$ cat src/rtl/led_pkg.sv
// ---------------------------------------------------------------------------
// led_pkg
// Shared definitions for the LED brightness pipeline: duty word width and
// ceiling, the breath controller state encoding, and the perceptual gamma
// mapping used by every stage that needs to linearise brightness.
// No ports (package).
// ---------------------------------------------------------------------------
package led_pkg;

  localparam int DUTY_W = 8;
  localparam logic [DUTY_W-1:0] DUTY_MAX = 8'd255;

  typedef enum logic [2:0] {
    S_OFF     = 3'd0,
    S_UP      = 3'd1,
    S_HOLD_HI = 3'd2,
    S_DOWN    = 3'd3,
    S_HOLD_LO = 3'd4,
    S_MANUAL  = 3'd5
  } state_e;

  // Square law brightness curve: (L*L)>>8. Full scale alone would land on
  // 254, so it is pinned to DUTY_MAX to keep "fully on" really fully on.
  function automatic logic [DUTY_W-1:0] gamma8(input logic [DUTY_W-1:0] lin);
    logic [2*DUTY_W-1:0] sq;
    sq = {{DUTY_W{1'b0}}, lin} * {{DUTY_W{1'b0}}, lin};
    return (lin == DUTY_MAX) ? DUTY_MAX : sq[2*DUTY_W-1:DUTY_W];
  endfunction

endpackage

$ cat src/rtl/led_gamma.sv
// ---------------------------------------------------------------------------
// led_gamma
// One-stage registered gamma squarer: duty_o follows gamma8(lin_i) one clock
// later. Only exists in builds with LED_BREATH_GAMMA_EN defined, where it is
// instantiated by led_breath_ctrl.
// Ports:
//   clk_i   in   system clock
//   rst_ni  in   asynchronous active-low reset (clears output to dark)
//   lin_i   in   8-bit linear duty
//   duty_o  out  8-bit gamma-corrected duty
// ---------------------------------------------------------------------------
`ifdef LED_BREATH_GAMMA_EN
module led_gamma
  import led_pkg::*;
(
  input  logic              clk_i,
  input  logic              rst_ni,
  input  logic [DUTY_W-1:0] lin_i,
  output logic [DUTY_W-1:0] duty_o
);

  logic [DUTY_W-1:0] gamma_q;

  // Register the mapped value so the PWM driver only ever sees a clean word.
  always_ff @(posedge clk_i or negedge rst_ni) begin
    if (!rst_ni) begin
      gamma_q <= '0;
    end else begin
      gamma_q <= gamma8(lin_i);
    end
  end

  assign duty_o = gamma_q;

endmodule
`endif

$ cat src/rtl/led_breath_ctrl.sv
// ---------------------------------------------------------------------------
// led_breath_ctrl
// Duty-cycle generator feeding the 8-bit PWM LED driver. In breath mode a
// prescaled state machine ramps the duty up, holds, ramps down, holds and
// repeats; in manual mode a user level is passed through. The duty word is
// registered and only changes the cycle after a ramp tick or a manual sample.
// Optional macro LED_BREATH_GAMMA_EN adds a registered gamma stage (one extra
// cycle on duty_out and breath_done).
// Parameters:
//   CLK_DIV     clk cycles per ramp tick (>= 2)
//   STEP        duty change per tick (1..128)
//   HOLD_TICKS  ticks spent in each hold state (>= 1)
// Ports:
//   clk           in   system clock
//   rst_n         in   asynchronous active-low reset
//   en            in   block enable, low forces the output dark
//   manual        in   1 = manual level, 0 = breathing
//   manual_level  in   8-bit duty used in manual mode
//   duty_out      out  8-bit duty word to the PWM driver
//   breath_done   out  one-cycle pulse at the end of each full breath
// ---------------------------------------------------------------------------
module led_breath_ctrl
  import led_pkg::*;
#(
  parameter int CLK_DIV    = 390625,
  parameter int STEP       = 1,
  parameter int HOLD_TICKS = 64
) (
  input  logic              clk,
  input  logic              rst_n,
  input  logic              en,
  input  logic              manual,
  input  logic [DUTY_W-1:0] manual_level,
  output logic [DUTY_W-1:0] duty_out,
  output logic              breath_done
);

  localparam int PW = $clog2(CLK_DIV);
  localparam int HW = (HOLD_TICKS > 1) ? $clog2(HOLD_TICKS) : 1;
  localparam logic [PW-1:0]     PRESC_LAST = PW'(CLK_DIV - 1);
  localparam logic [HW-1:0]     HOLD_LAST  = HW'(HOLD_TICKS - 1);
  localparam logic [DUTY_W-1:0] STEP8      = DUTY_W'(STEP);

  state_e            state_q, state_d;
  logic [PW-1:0]     prescCnt_q, prescCnt_d;
  logic [HW-1:0]     holdCnt_q, holdCnt_d;
  logic [DUTY_W-1:0] linDuty_q, linDuty_d;
  logic              done_q, done_d;

  logic              breathing;
  logic              tick;
  logic              holdExpire;
  logic [DUTY_W:0]   upSum;
  logic              downUnder;
  logic [DUTY_W-1:0] downDiff;

  // The prescaler only runs while breathing, so tick can only fire there.
  assign breathing  = (state_q == S_UP) || (state_q == S_HOLD_HI) ||
                      (state_q == S_DOWN) || (state_q == S_HOLD_LO);
  assign tick       = breathing && (prescCnt_q == PRESC_LAST);
  assign holdExpire = tick && (holdCnt_q == HOLD_LAST);

  // Ramp math one bit wider than the duty: the carry out of upSum means the
  // next step would pass full scale, which is where the ramp saturates.
  assign upSum     = {1'b0, linDuty_q} + {1'b0, STEP8};
  assign downUnder = linDuty_q < STEP8;
  assign downDiff  = linDuty_q - STEP8;

  // State register.
  always_ff @(posedge clk or negedge rst_n) begin
    if (!rst_n) begin
      state_q <= S_OFF;
    end else begin
      state_q <= state_d;
    end
  end

  // Next state: enable dominates, then manual, then tick-driven breathing.
  always_comb begin
    state_d = state_q;
    if (!en) begin
      state_d = S_OFF;
    end else if (manual) begin
      state_d = S_MANUAL;
    end else begin
      case (state_q)
        S_OFF:     state_d = S_UP;
        S_MANUAL:  state_d = S_UP;
        S_UP:      if (tick && upSum[DUTY_W]) state_d = S_HOLD_HI;
        S_HOLD_HI: if (holdExpire) state_d = S_DOWN;
        S_DOWN:    if (tick && downUnder) state_d = S_HOLD_LO;
        S_HOLD_LO: if (holdExpire) state_d = S_UP;
        default:   state_d = S_OFF;
      endcase
    end
  end

  // Datapath next values. Leaving manual keeps the sampled level so the ramp
  // continues from wherever the user left the brightness.
  always_comb begin
    prescCnt_d = '0;
    holdCnt_d  = holdCnt_q;
    linDuty_d  = linDuty_q;
    done_d     = 1'b0;
    if (!en) begin
      holdCnt_d = '0;
      linDuty_d = '0;
    end else if (manual) begin
      holdCnt_d = '0;
      linDuty_d = manual_level;
    end else begin
      if (breathing) begin
        prescCnt_d = tick ? '0 : prescCnt_q + 1'b1;
      end
      case (state_q)
        S_OFF: begin
          holdCnt_d = '0;
          linDuty_d = '0;
        end
        S_UP: begin
          if (tick) begin
            if (upSum[DUTY_W]) begin
              linDuty_d = DUTY_MAX;
              holdCnt_d = '0;
            end else begin
              linDuty_d = upSum[DUTY_W-1:0];
            end
          end
        end
        S_HOLD_HI, S_HOLD_LO: begin
          if (tick) begin
            holdCnt_d = holdExpire ? '0 : holdCnt_q + 1'b1;
            done_d    = holdExpire && (state_q == S_HOLD_LO);
          end
        end
        S_DOWN: begin
          if (tick) begin
            if (downUnder) begin
              linDuty_d = '0;
              holdCnt_d = '0;
            end else begin
              linDuty_d = downDiff;
            end
          end
        end
        default: holdCnt_d = '0;
      endcase
    end
  end

  // Datapath registers.
  always_ff @(posedge clk or negedge rst_n) begin
    if (!rst_n) begin
      prescCnt_q <= '0;
      holdCnt_q  <= '0;
      linDuty_q  <= '0;
      done_q     <= 1'b0;
    end else begin
      prescCnt_q <= prescCnt_d;
      holdCnt_q  <= holdCnt_d;
      linDuty_q  <= linDuty_d;
      done_q     <= done_d;
    end
  end

`ifdef LED_BREATH_GAMMA_EN
  logic doneDly_q;

  led_gamma u_gamma (
    .clk_i  (clk),
    .rst_ni (rst_n),
    .lin_i  (linDuty_q),
    .duty_o (duty_out)
  );

  // Delay the done pulse so it lines up with the gamma-stage duty update.
  always_ff @(posedge clk or negedge rst_n) begin
    if (!rst_n) begin
      doneDly_q <= 1'b0;
    end else begin
      doneDly_q <= done_q;
    end
  end

  assign breath_done = doneDly_q;
`else
  assign duty_out    = linDuty_q;
  assign breath_done = done_q;
`endif

endmodule

$ cat config.mk
export PLATFORM = sky130hd
export DESIGN_NAME = led_breath_ctrl
export DESIGN_NICKNAME = d
export VERILOG_FILES = /design/src/rtl/led_pkg.sv /design/src/rtl/led_gamma.sv /design/src/rtl/led_breath_ctrl.sv
export SDC_FILE = /design/constraint.sdc
export NUM_CORES = 1
export LEC_CHECK = 0
export BUFFER_PORTS_ARGS = -buffer_cell sky130_fd_sc_hd__buf_2
export CORE_MARGIN = 8
export CORE_UTILIZATION = 30
export CTS_BUF_LIST = sky130_fd_sc_hd__clkbuf_4 sky130_fd_sc_hd__clkbuf_8 sky130_fd_sc_hd__clkbuf_16
export DETAILED_ROUTE_END_ITERATION = 12
export PLACE_DENSITY = 0.52
export SYNTH_ARGS = -nofsm -noshare
export SYNTH_HDL_FRONTEND = slang
export SYNTH_SLANG_ARGS = --single-unit
export TNS_END_PERCENT = 5
$ cat constraint.sdc
create_clock -name clk -period 4.8 [get_ports clk]
set_clock_uncertainty 0.1 [all_clocks]
set_input_delay 1.44 -clock clk [delete_from_list [all_inputs] [get_ports clk]]
set_output_delay 1.44 -clock clk [all_outputs]
set_load 0.01 [all_outputs]
==> results.md, run 1 <==
* CP arrival at 3.30 ns
* Hold_buf cts at 0
* CP required at 4.89 ns
* Synth cell types at 52
* Die height at 106 µm
* Async set-reset flop share out of synthesis at 100%
* Setup bufs post-CTS at 0
* Grt ovf at 0
* Slew margin rel. at 33.4%
* Placed insts at 395
* H-tree depth at 2
* Final period utilization at 66.8%
* Crit path max fanout at 21
* Syn avg cell area at 8.53 µm²
* DIE WIDTH at 106 µm
* Worst setup path class: in2reg
* # diodes at 0
* Core area at 8050 µm²
* Leak pwr at 1.05 nW
* Combinational family with the most area after synthesis: simple AND/OR/NAND/NOR gates
* Worst r2r path cells at 5
* RSZ-0062 raised after global routing: false
* Skew-Pair Late Insertion Delay at 0.30 ns
* Max Slew Vio Count at 0
* Status: finished clean
* Final hold violations at 0
* R2R setup slack at 1.93 ns
* Non-filler cells, final at 403
* Nets@finish at 314
* CP startpoint: manual
* Setup TNS at 0 ns
* Global-route wire length before repair at 10,400 µm
* Net Count, Synth at 302
* Drt wl/cell at 15.0 µm
* Top FF cell, synth: dfrtp_1
* Post-synthesis xor/xnor area fraction at 6.84%
* Slew of the pin with the lowest slew margin at 0.993 ns
* Critical Path Start Type: primary input
* CTS Buf Count at 5
* F_max at 312 MHz
* Hold Crit Class: reg2reg
* Flops & latches, synth at 37
* Worst IR drop on VDD at 114 µV
* Largest net degree at the start of global routing at 38
* Ys Warns at 0
* Setup violators final at 0
* Root buffer cell: clkbuf_8
* Most frequent cells in the layout: dfrtp_1 (37), nor2_1 (32), buf_2 (20)
* Detailed-route via count at 2,132
* Post-Synthesis Cells at 285
* First-pass iteration count of the detailed router at 4
* Max-cap violations at 0
* Total GRT Usage at 11.0%
* Pwr/cell area at 250 nW/µm²
* Reg2reg start: prescCnt_q[7]$_DFF_PN0_
* Seq/Total Area, Yosys at 38.1%
* Element type at the critical path end: register
* DR DRC count at 0
* Total Wirelength at 6070 µm
* CTS tree: yes
* DR vias/cell at 5.29
* Synth Area in Adders at 2.57%
* Fillers at 867
* Synth Area in Compound Gates at 17.8%
* IO Pins at 21
* Max clock buf depth at 2
* Die ar. at 11,200 µm²
* Mux cell area share after synthesis at 0.412%
* Post-DP HPWL at 4290 µm
* Synth Cell Area at 2430 µm²
* Vias in the first global route at 2,103
* R2r endpoint: holdCnt_q[4]$_DFFE_PN0P_
* Initial core utilization at 30.2%
* Initial antenna violation count at 0
* Final Critical Period at 3.21 ns
* Rows at 33
* Initial drt markers at 29
* CTS Sinks at 37
* Crit path to: holdCnt_q[4]$_DFFE_PN0P_
* Port bufs at 20
* Post-Synth Simple-Gate Area at 30.3%
* Post-CTS sizing at 0
* Post-route ant nets at 0
* Commonest non-fill, non-tap cell in the layout: dfrtp_1
* Reg clk slew, reported paths at 0.09 ns
* GPL Wtd Cong at 0.791
* Share of cells above drive strength 1 at 11.1%
* Area growth, synth to finish at 10.8%
* EDFF count, synth at 0
-- synth_stat cells, types with 2 or more instances --
| cell type | number | area [µm²] |
|---|---|---|
| dfrtp_1 | 37 | 926 |
| nor2_1 | 32 | 120 |
| nand2_1 | 19 | 71.3 |
| nor3_1 | 18 | 90.1 |
| o21ai_0 | 17 | 85.1 |
| nand3_1 | 15 | 75.1 |
| xnor2_1 | 15 | 131 |
| clkbuf_1 | 12 | 45.0 |
| inv_1 | 10 | 37.5 |
| or3_1 | 9 | 56.3 |
| a21oi_1 | 8 | 40.0 |
| o31ai_1 | 8 | 60.1 |
| and3_1 | 7 | 43.8 |
| ha_1 | 5 | 62.6 |
| nand2b_1 | 5 | 31.3 |
| nor2b_1 | 5 | 31.3 |
| and2_1 | 4 | 25.0 |
| o21a_1 | 4 | 30.0 |
| xor2_1 | 4 | 35.0 |
| a221oi_1 | 3 | 26.3 |
| a31oi_1 | 3 | 18.8 |
| buf_2 | 3 | 15.0 |
| nand4_1 | 3 | 18.8 |
| nor3b_1 | 3 | 22.5 |
| nor4bb_1 | 3 | 30.0 |
| a211oi_1 | 2 | 15.0 |
| o2111ai_1 | 2 | 17.5 |
| o211a_1 | 2 | 20.0 |
| o22ai_1 | 2 | 12.5 |
| o31a_1 | 2 | 17.5 |
| or4_1 | 2 | 15.0 |
-- sequential cells by signal, indices dropped and copies added (netlist names) --
signal,cells
breath_done,1
state_q,3
prescCnt_q,19
holdCnt_q,6
duty_out,8
-- routing by layer --
layer,vias up,wire length (µm),track usage [%]
met3,4,233,2.60
met1,1037,2950,13.8
met4,0,53,3.42
met5,-,0,0
met2,37,2830,18.1
li1,1054,-,-
-- cell type report --
class | instances | area [µm²] | share of cell area (%)
clock inverters | 3 | 22.5 | 0.836
clock buffers | 5 | 68.8 | 2.55
repair buffers | 20 | 100 | 3.71
well taps | 105 | 131 | 4.87
multi-input cells | 223 | 1410 | 52.3
inverters | 10 | 37.5 | 1.39
flip-flops and latches | 37 | 926 | 34.4
-- worst min-delay path by stage --
stage	from	to	slack, ns	depth (start not counted)
2_1_floorplan	prescCnt_q[0]$_DFF_PN0_	prescCnt_q[0]$_DFF_PN0_	0.35	1
3_3_place_gp	holdCnt_q[5]$_DFFE_PN0P_	holdCnt_q[5]$_DFFE_PN0P_	0.37	1
3_5_place_dp	prescCnt_q[0]$_DFF_PN0_	prescCnt_q[0]$_DFF_PN0_	0.37	1
4_1_cts	prescCnt_q[0]$_DFF_PN0_	prescCnt_q[0]$_DFF_PN0_	0.39	1
5_1_grt	holdCnt_q[5]$_DFFE_PN0P_	holdCnt_q[5]$_DFFE_PN0P_	0.41	1
6_report	prescCnt_q[0]$_DFF_PN0_	prescCnt_q[0]$_DFF_PN0_	0.38	1
-- kinds of logic (layout without fill, tap and decap cells) --
group | Yosys count | in the layout
multiplexers | 1 | 1
AND/OR/NAND/NOR | 135 | 135
buffers and inverters | 25 | 38
XOR/XNOR | 19 | 19
adder cells (fa/ha/maj) | 5 | 5
AO/OA/AOI/OAI | 63 | 63
flip-flops | 37 | 37
-- where the power goes --
part / total, W / internal, W / switching [W]
sequential: 0.000340 / 0.000320 / 0.0000203
combinational: 0.000104 / 0.0000386 / 0.0000652
clock: 0.000231 / 0.000102 / 0.000129
total: 0.000674 / 0.000460 / 0.000214
-- stage by stage --
step,instance area (µm²),power (W),util [%],setup WS (ns),hold WS (ns)
finish,2700,0.000674,33.5,1.59,0.382
global route,2700,0.000708,33.5,1.42,0.413
CTS,2700,0.000686,33.5,1.60,0.389
detailed placement,2600,0.000451,32.3,1.28,0.372
global placement,2600,0.000451,32.3,1.31,0.372
floorplan,2430,0.000415,-,1.82,0.347
-- critical path, cell delays in order --
cell	delay, ns
buf_2	0.31
nand2b_1	0.25
or3_1	0.15
a21o_1	0.52
nand2_1	0.23
a221o_1	0.39
(Power assumes the default switching activity.)
==> inputs of run 2 (changes only) <==
- PLACE_DENSITY: 0.52 -> 0.53
- clock period: 4.8 -> 2.7 ns (I/O delays scaled with it)
==> run 2 against run 1 <==
Critical path depth decreased by 1; clock power grew 69%; core utilization rose by 0.78 points; power grew 77%; global-route usage rose by 0.41 points; combinational power up 100%; via count up 2.0%; critical endpoint is now duty_out[3]$_DFFE_PN0P_; largest cell class unchanged; largest power group unchanged.
==> results.md, run 2 (synthesis gave the netlist of run 1 again) <==
* Status: finished clean (unchanged)
* Setup TNS at 0 ns (unchanged)
* Rows at 33 (unchanged)
* Initial core utilization at 30.2% (unchanged)
* IO Pins at 21 (unchanged)
* Post-CTS sizing at 0 (unchanged)
* Fillers at 866 (was 867)
* Global-route wire length before repair at 10,800 µm (was 10,400 µm)
* # diodes at 0 (unchanged)
* DR vias/cell at 5.28 (was 5.29)
* Element type at the critical path end: register (unchanged)
* Crit path cell chain: or4_1, o31a_1, a221oi_1, o31ai_1, a22o_1 (was buf_2, nand2b_1, or3_1, a21o_1, nand2_1, a221o_1)
* CTS Sinks at 37 (unchanged)
* Worst IR drop on VDD at 220 µV (was 114 µV)
* Max Slew Vio Count at 0 (unchanged)
* CP arrival at 2.53 ns (was 3.30 ns)
* Worst r2r path cells at 5 (unchanged)
* Reg clk slew, reported paths at 0.08 ns (was 0.09 ns)
* DIE WIDTH at 106 µm (unchanged)
* Setup bufs post-CTS at 0 (unchanged)
* Initial antenna violation count at 1 (was 0)
* CTS Buf Count at 5 (unchanged)
* Port bufs at 20 (unchanged)
* First-pass iteration count of the detailed router at 4 (unchanged)
* Leak pwr at 1.11 nW (was 1.05 nW)
* Crit path max fanout at 9 (was 21)
* H-tree depth at 2 (unchanged)
* Post-DP HPWL at 4440 µm (was 4290 µm)
* Slew margin rel. at 56.4% (was 33.4%)
* RSZ-0062 raised after global routing: false (unchanged)
* Skew-Pair Late Insertion Delay at 0.30 ns (about the same)
* Root buffer cell: clkbuf_8 (unchanged)
* Detailed-route via count at 2,174 (was 2,132)
* Final Critical Period at 2.45 ns
* Reg2reg start: duty_out[3]$_DFFE_PN0P_ (was prescCnt_q[7]$_DFF_PN0_)
* R2R setup slack at 0.25 ns (was 1.93 ns)
* DR DRC count at 0 (unchanged)
* R2r endpoint: duty_out[3]$_DFFE_PN0P_ (was holdCnt_q[4]$_DFFE_PN0P_)
* Commonest non-fill, non-tap cell in the layout: dfrtp_1 (unchanged)
* Top reg by flops: prescCnt_q (unchanged)
* Drt wl/cell at 14.9 µm (was 15.0 µm)
* Pwr/cell area at 434 nW/µm² (was 250 nW/µm²)
* Nets@finish at 323 (was 314)
* Buffer and inverter count on the worst path at 0 (was 1)
* Die ar. at 11,200 µm² (unchanged)
* Total GRT Usage at 11.4% (was 11.0%)
* Hold_buf cts at 0 (unchanged)
* CTS tree: yes (unchanged)
* Top delay family on crit path: compound AO/OA/AOI/OAI gates (unchanged)
* Critical Path Start Type: register (was primary input)
* Most frequent cells in the layout: dfrtp_1 (37), nor2_1 (32), buf_2 (20) (unchanged)
* Grt ovf at 0 (unchanged)
* Max-cap violations at 0 (unchanged)
* CP required at 2.79 ns (was 4.89 ns)
* Setup violators final at 0 (unchanged)
* Slew of the pin with the lowest slew margin at 0.653 ns (was 0.993 ns)
* Largest net degree at the start of global routing at 24 (was 38)
* Final period utilization at 90.6%
* Worst setup path class: reg2reg (was in2reg)
* F_max at 409 MHz
* Die height at 106 µm (unchanged)
* Total Wirelength at 6120 µm (was 6070 µm)
* Vias in the first global route at 2,199 (was 2,103)
* GPL Wtd Cong at 0.798 (was 0.791)
* Hold WS at 0.313 ns (was 0.382 ns)
* Area growth, synth to finish at 13.4% (was 10.8%)
* Initial drt markers at 100 (was 29)
* Max stage delay on crit path at 0.67 ns (was 0.52 ns)
* Core area at 8050 µm² (unchanged)
* CP max-delay cell: or4_1 (was a21o_1)
* Max reg flops at 19 (unchanged)
* Max clock buf depth at 2 (unchanged)
* Post-route ant nets at 0 (unchanged)
* Hold Crit Class: in2async (was reg2reg)
* Final hold violations at 0 (unchanged)
* Share of cells above drive strength 1 at 13.7% (was 11.1%)
-- run 2: per-layer routing --
| metal | wire, µm | global-route usage [%] |
|---|---|---|
| met4 | 40 | 2.91 |
| met1 | 2920 | 15.1 |
| met2 | 2840 | 17.9 |
| met3 | 309 | 2.96 |
| met5 | 10 | 0 |
-- run 2: worst reg2reg max path: cells and delay by family, from the launching register on --
family,cells,cell delay [ns]
compound gates,4,1.08
simple gates,1,0.67
flops,1,0.49
-- run 2: where the power goes --
part           internal [W]  switching, W
logic             0.0000802      0.000130
registers          0.000568     0.0000270
clock network      0.000178      0.000212
total              0.000827      0.000369
-- run 2: worst max-delay path by stage --
| stage | startpoint | to | slack [ns] | cells past startpoint |
|---|---|---|---|---|
| after floorplan | en | holdCnt_q[4]$_DFFE_PN0P_ | 0.35 | 6 |
| after global placement | duty_out[3]$_DFFE_PN0P_ | holdCnt_q[4]$_DFFE_PN0P_ | 0.26 | 5 |
| after detailed placement | duty_out[3]$_DFFE_PN0P_ | duty_out[3]$_DFFE_PN0P_ | 0.25 | 5 |
| after CTS | duty_out[3]$_DFFE_PN0P_ | duty_out[3]$_DFFE_PN0P_ | 0.25 | 5 |
| after global routing | duty_out[3]$_DFFE_PN0P_ | duty_out[3]$_DFFE_PN0P_ | 0.17 | 5 |
| final | duty_out[3]$_DFFE_PN0P_ | duty_out[3]$_DFFE_PN0P_ | 0.25 | 5 |
-- run 2: final cells by class --
type                    count  area [µm²]  share of cell area [%]
clock buffers               5        68.8                    2.50
clock inverters             3        17.5                   0.635
inverters                  10        37.5                    1.36
multi-input cells         223        1410                    51.1
flip-flops and latches     37         926                    33.6
well taps                 105         131                    4.76
repair buffers             29         168                    6.08
-- run 2: per-stage QoR --
| stage | worst slack, ns | cell area (µm²) | total power [W] | std cells | utilization, % |
|---|---|---|---|---|---|
| 5_1_grt | 0.172 | 2760 | 0.00127 | 412 | 34.3 |
| 2_1_floorplan | 0.349 | 2430 | 0.000738 | 285 | - |
| 3_3_place_gp | 0.262 | 2670 | 0.000817 | 404 | 33.2 |
| 6_report | 0.255 | 2760 | 0.00120 | 412 | 34.3 |
| 4_1_cts | 0.248 | 2760 | 0.00121 | 412 | 34.3 |
| 3_5_place_dp | 0.251 | 2670 | 0.000816 | 404 | 33.2 |
